$ cat config.mk
export PLATFORM = sky130hd
export DESIGN_NAME = alu_sequencer
export DESIGN_NICKNAME = d
export VERILOG_FILES = /design/src/rtl/alu_sequencer.sv
export SDC_FILE = /design/constraint.sdc
export NUM_CORES = 1
export LEC_CHECK = 0
export BUFFER_PORTS_ARGS = -buffer_cell sky130_fd_sc_hd__buf_2
export CAP_MARGIN = 30
export CORE_MARGIN = 1
export CORE_UTILIZATION = 30
export DETAILED_ROUTE_END_ITERATION = 10
export PLACE_DENSITY = 0.48
export RECOVER_POWER = 50
export SYNTH_ARGS = -nofsm -noshare
export SYNTH_HDL_FRONTEND = slang
export SYNTH_SLANG_ARGS = --single-unit
$ cat constraint.sdc
create_clock -name clock_i -period 3.9 [get_ports clock_i]
set_input_delay 0.78 -clock clock_i [delete_from_list [all_inputs] [get_ports clock_i]]
set_output_delay 0.78 -clock clock_i [all_outputs]
set_load 0.01 [all_outputs]
$ cat src/rtl/alu_sequencer.sv
`default_nettype none
// ============================================================================
// Module   : alu_sequencer
// Purpose  : Four-state execute controller (IDLE/READ/EXEC/WB) that sits in
//            front of an 8-bit ALU and owns the 8x8 register file and flags.
// Revision : 1.0 - initial release
// ============================================================================
module alu_sequencer #(
    parameter int NREGS = 8
) (
    input  logic        clock_i,
    input  logic        reset_i,
    input  logic        ld_valid_i,
    input  logic [2:0]  ld_addr_i,
    input  logic [7:0]  ld_data_i,
    input  logic        instr_valid_i,
    output logic        instr_ready_o,
    input  logic [15:0] instr_i,
    output logic [7:0]  alu_in1_o,
    output logic [7:0]  alu_in2_o,
    output logic [2:0]  alu_im_o,
    output logic [4:0]  alu_op_o,
    input  logic [7:0]  alu_res_i,
    input  logic        alu_cf_i,
    input  logic        alu_zf_i,
    input  logic        alu_sf_i,
    input  logic        alu_of_i,
    output logic [3:0]  flags_o,
    output logic        done_o,
    output logic        illegal_o,
    output logic        show_valid_o,
    output logic [7:0]  show_data_o
);

    localparam logic [4:0] C_OP_NOP   = 5'b00000;
    localparam logic [4:0] C_OP_MOV   = 5'b00110;
    localparam logic [4:0] C_OP_NOT   = 5'b01000;
    localparam logic [4:0] C_OP_LAST  = 5'b01110;
    localparam logic [4:0] C_OP_SHOWR = 5'b11111;

    typedef enum logic [1:0] {
        ST_IDLE = 2'd0,
        ST_READ = 2'd1,
        ST_EXEC = 2'd2,
        ST_WB   = 2'd3
    } state_t;

    state_t      state_q, state_d;
    logic [7:0]  regs_q [NREGS];
    logic [4:0]  op_q;
    logic [2:0]  rd_q, rs_q, im_q;
    logic [7:0]  a_q, b_q, res_q;
    logic [3:0]  cap_flags_q;
    logic [3:0]  flags_q;
    logic [7:0]  show_data_q;

    logic        w_legal, w_write, w_set_flags, w_is_show;
    logic        w_exec, w_wb;
    logic        unused_rsvd;

    assign unused_rsvd = ^instr_i[4:3];

    // Opcodes 00000..01110 and SHOWR are defined; everything else is illegal.
    assign w_legal     = (op_q <= C_OP_LAST) || (op_q == C_OP_SHOWR);
    assign w_is_show   = (op_q == C_OP_SHOWR);
    assign w_write     = (op_q != C_OP_NOP) && (op_q <= C_OP_LAST);
    assign w_set_flags = w_write && (op_q != C_OP_MOV) && (op_q != C_OP_NOT);

    always_comb begin
        state_d = state_q;
        case (state_q)
            ST_IDLE: if (!ld_valid_i && instr_valid_i) state_d = ST_READ;
            ST_READ: state_d = ST_EXEC;
            ST_EXEC: state_d = ST_WB;
            ST_WB:   state_d = ST_IDLE;
            default: state_d = ST_IDLE;
        endcase
    end

    // Pulses and the ALU drive are gated by reset so they stay low in the reset cycle.
    assign w_exec        = (state_q == ST_EXEC) && !reset_i;
    assign w_wb          = (state_q == ST_WB) && !reset_i;
    assign instr_ready_o = (state_q == ST_IDLE) && !ld_valid_i && !reset_i;
    assign alu_in1_o     = w_exec ? a_q  : 8'd0;
    assign alu_in2_o     = w_exec ? b_q  : 8'd0;
    assign alu_im_o      = w_exec ? im_q : 3'd0;
    assign alu_op_o      = w_exec ? op_q : C_OP_NOP;
    assign done_o        = w_wb;
    assign illegal_o     = w_wb && !w_legal;
    assign show_valid_o  = w_wb && w_is_show;
    assign show_data_o   = show_valid_o ? res_q : show_data_q;
    assign flags_o       = flags_q;

    always_ff @(posedge clock_i) begin
        if (reset_i) begin
            state_q     <= ST_IDLE;
            for (int i = 0; i < NREGS; i++) regs_q[i] <= 8'd0;
            op_q        <= C_OP_NOP;
            rd_q        <= 3'd0;
            rs_q        <= 3'd0;
            im_q        <= 3'd0;
            a_q         <= 8'd0;
            b_q         <= 8'd0;
            res_q       <= 8'd0;
            cap_flags_q <= 4'd0;
            flags_q     <= 4'd0;
            show_data_q <= 8'd0;
        end else begin
            state_q <= state_d;
            case (state_q)
                ST_IDLE: begin
                    if (ld_valid_i) begin
                        regs_q[ld_addr_i] <= ld_data_i;
                    end else if (instr_valid_i) begin
                        op_q <= instr_i[15:11];
                        rd_q <= instr_i[10:8];
                        rs_q <= instr_i[7:5];
                        im_q <= instr_i[2:0];
                    end
                end
                ST_READ: begin
                    a_q <= regs_q[rd_q];
                    b_q <= regs_q[rs_q];
                end
                ST_EXEC: begin
                    res_q       <= alu_res_i;
                    cap_flags_q <= {alu_cf_i, alu_zf_i, alu_sf_i, alu_of_i};
                end
                ST_WB: begin
                    if (w_write)     regs_q[rd_q] <= res_q;
                    if (w_set_flags) flags_q      <= cap_flags_q;
                    if (w_is_show)   show_data_q  <= res_q;
                end
                default: ;
            endcase
        end
    end

endmodule
`default_nettype wire

==> impl_metrics.csv <==
group,metric,value,unit
run_status,status,"finished clean",
cts,clock_path_buffers,2,
die,core-area,21200,um^2
timing,finalCriticalPeriod,3.31,ns
die,die_w,149,um
place,placed_cell_area,7070,um^2
logic_synthesis,synth_fa_ha_area_frac,0.00769,
setup_path,critPathMaxFanout,24,
logic_synthesis,synthArstFlopShare,0,
cts,cts_setup_buffers,0,
timing,slew-limit-headroom,0.244,
routing,viasPerCell,5.13,
logic_synthesis,ys.warnings.count,0,
cts,cts_buffers,17,
logic_synthesis,synth_top_cells_by_count,"97 x nand2_1, 67 x nand3_1, 64 x edfxtp_1",
cts,cts_resized,0,
logic_synthesis,synth-xor-area-share,0.00135,
setup_path,rrSetupSlack,0.94,ns
cts,cts_tree,"done",
logic_synthesis,synth_top_area_frac,0.295,
global_routing,antenna_found_initial,0,
die,row_count,53,
logic_synthesis,avgSynthCellArea,9.89,um^2
global_routing,grt_max_degree,145,
logic_synthesis,synth_nets,705,
logic_synthesis,yosysSeqAreaShare,0.468,
setup_path,critPathCaptureType,"output pin",
power_and_ir_drop,power,0.00393,W
place,dp_hpwl,13100,um
place,gp_congestion,0.815,
timing,period_share,0.850,
worst_hold_path,hold_end,"im_q[0]$_SDFFE_PP0P_",
routing,first_pass_iters,5,
finish,nNetsFinal,753,
global_routing,grt_pass1_vias,4896,
timing,skew,0.00882,ns
routing,drcViolationCount,0,
run,cap_violations,0,
place,io_buffers,80,
power_and_ir_drop,leakagePower,2.79,nW
cts,clkLatencyLatePin,0.42,ns
logic_synthesis,synth_compound_area_frac,0.0881,
logic_synthesis,synth-main-ff-cell,"edfxtp_1",
logic_synthesis,synth_area,6500,um^2
setup_path,r2r-start,"state_q[0]$_SDFFE_PP0P_",
timing,hold_viol,0,
global_routing,grt_pass1_wl,28500,um
timing,rsz0062_at_grt,"false",
logic_synthesis,synthTopCellsByArea,"edfxtp_1 30%, dfxtp_1 17%, mux4_2 11%",
die,start_util,0.308,
logic_synthesis,syn_inst,658,
timing,slew_viol_final,0,
die,io_pins,83,
cts,clock_sinks,120,
worst_hold_path,min_from,"im_q[0]$_SDFFE_PP0P_",
timing,whs,0.448,ns
global_routing,overflow,0,
routing,drt-initial-drc-count,399,
setup_path,worstPathRequired,3.12,ns
finish,drive_above_1_share,0.221,
logic_synthesis,synth.most_common_cell,"nand2_1",
finish,n_antenna_cell,0,
routing,vias,5095,
setup_path,crit_path_start_kind,"flip-flop",
global_routing,grt_usage,0.174,
cts,clk_pin_slew,0.05,ns
routing,ant_nets,0,
finish,fin_area,7640,um^2
routing,wire_per_inst,18.8,um
logic_synthesis,synth_top_area_cell,"edfxtp_1",
setup_path,r2r-end,"regs_q[4][7]$_SDFFCE_PN0P_",
setup_path,startpoint,"state_q[0]$_SDFFE_PP0P_",
routing,wl,18700,um
timing,fin_tns_setup,0,ns
cts,holdBufCountCts,0,
logic_synthesis,synth_enable_flop_cells,64,
logic_synthesis,synth_top_family_by_area,"simple AND/OR/NAND/NOR gates",
logic_synthesis,synth_simple_gate_area_share,0.220,
timing,fmax,302,MHz
logic_synthesis,synth-seq-cells,120,
power_and_ir_drop,power_density,514,nW/um^2
finish,area_delta_synth_final,17.4,%
die,dieArea,22300,um^2
die,die_y,149,um
timing,worst_pin_slew,1.12,ns
setup_path,rr_worst_depth,7,
cts,cts-root-buf,"clkbuf_16",
cts,ctsHtreeMaxLevel,4,
finish,instances_no_fill,993,
logic_synthesis,synthMuxAreaShare,0.163,
power_and_ir_drop,ir_worst_vdd,0.212,mV
setup_path,critical_path_class,"flip-flop to output pin",
worst_hold_path,worstHoldPathCells,2,
worst_hold_path,hold_class,"flip-flop to flip-flop",
logic_synthesis,synth_cell_type_count,42,
place,placed_cells,962,
timing,finalSetupViolCount,0,
setup_path,arrival,2.53,ns
-- sequential cells by signal, summed over array words and instances, names as in the netlist --
register     flops
show_data_q      8
a_q              8
op_q             5
rd_q             3
im_q             3
regs_q          64
state_q          2
flags_o          4
res_q            8
b_q              8
rs_q             3
cap_flags_q      4
-- power breakdown --
part	switching [W]	total [W]	leakage (nW)	internal, W
Sequential	0.000166	0.00166	1.12	0.00149
Clock	0.000563	0.00155	0.296	0.000992
Combinational	0.000419	0.000718	1.38	0.000299
-- per-stage QoR --
step	setup WS (ns)	utilization
after CTS	0.877	0.362
after detailed placement	0.956	0.334
after global placement	0.969	0.333
after global routing	0.395	0.361
after floorplan	1.21	-
final	0.586	0.361
-- area by class of cell --
class,count,area [um^2]
clock buffers,26,564
clock inverters,5,28.8
fillers,2129,13500
inverters,4,15.0
multi-input cells,468,3120
flip-flops and latches,120,3040
well taps,275,344
repair buffers,95,526
-- cells by family after synthesis --
group           after synthesis
flops                       120
simple gates                294
compound gates              104
fa+ha+maj                     4
buf+inv                      70
mux                          65
xor+xnor                      1
-- per-layer routing --
layer | wire length [um] | vias to the layer above | track usage
met2 | 8770 | 177 | 0.280
li1 | - | 2462 | -
met3 | 1020 | 24 | 0.0388
met4 | 354 | 0 | 0.0648
met5 | 0 | - | 0
met1 | 8530 | 2432 | 0.228
-- cells in the final DEF (no fill, tap or decap), types with 21 or more instances in the layout --
cell type   n
nand3_1    67
edfxtp_1   64
and2_1     24
nor3_1     23
nand2_1    97
mux2i_1    25
buf_2      73
nor2_1     47
mux4_2     32
clkbuf_16  21
dfxtp_1    56
o21ai_0    58
-- worst max-delay path by stage --
stage / endpoint / slack [ns] / depth (start not counted)
after floorplan: show_data_o[0] / 1.21 / 5
after CTS: show_data_o[7] / 0.88 / 4
after detailed placement: show_data_o[7] / 0.96 / 6
after global placement: show_data_o[6] / 0.97 / 6
final: alu_in2_o[7] / 0.59 / 7
after global routing: alu_in1_o[1] / 0.40 / 7
-- critical path, stage by stage, from the launching register on --
cell      delay [ns]
dfxtp_1         0.34
inv_1           0.09
ha_1            0.15
clkbuf_1        0.79
nor2b_1         0.22
buf_4           0.22
and2_1          0.17
buf_2           0.13
(Power assumes the default switching activity.)
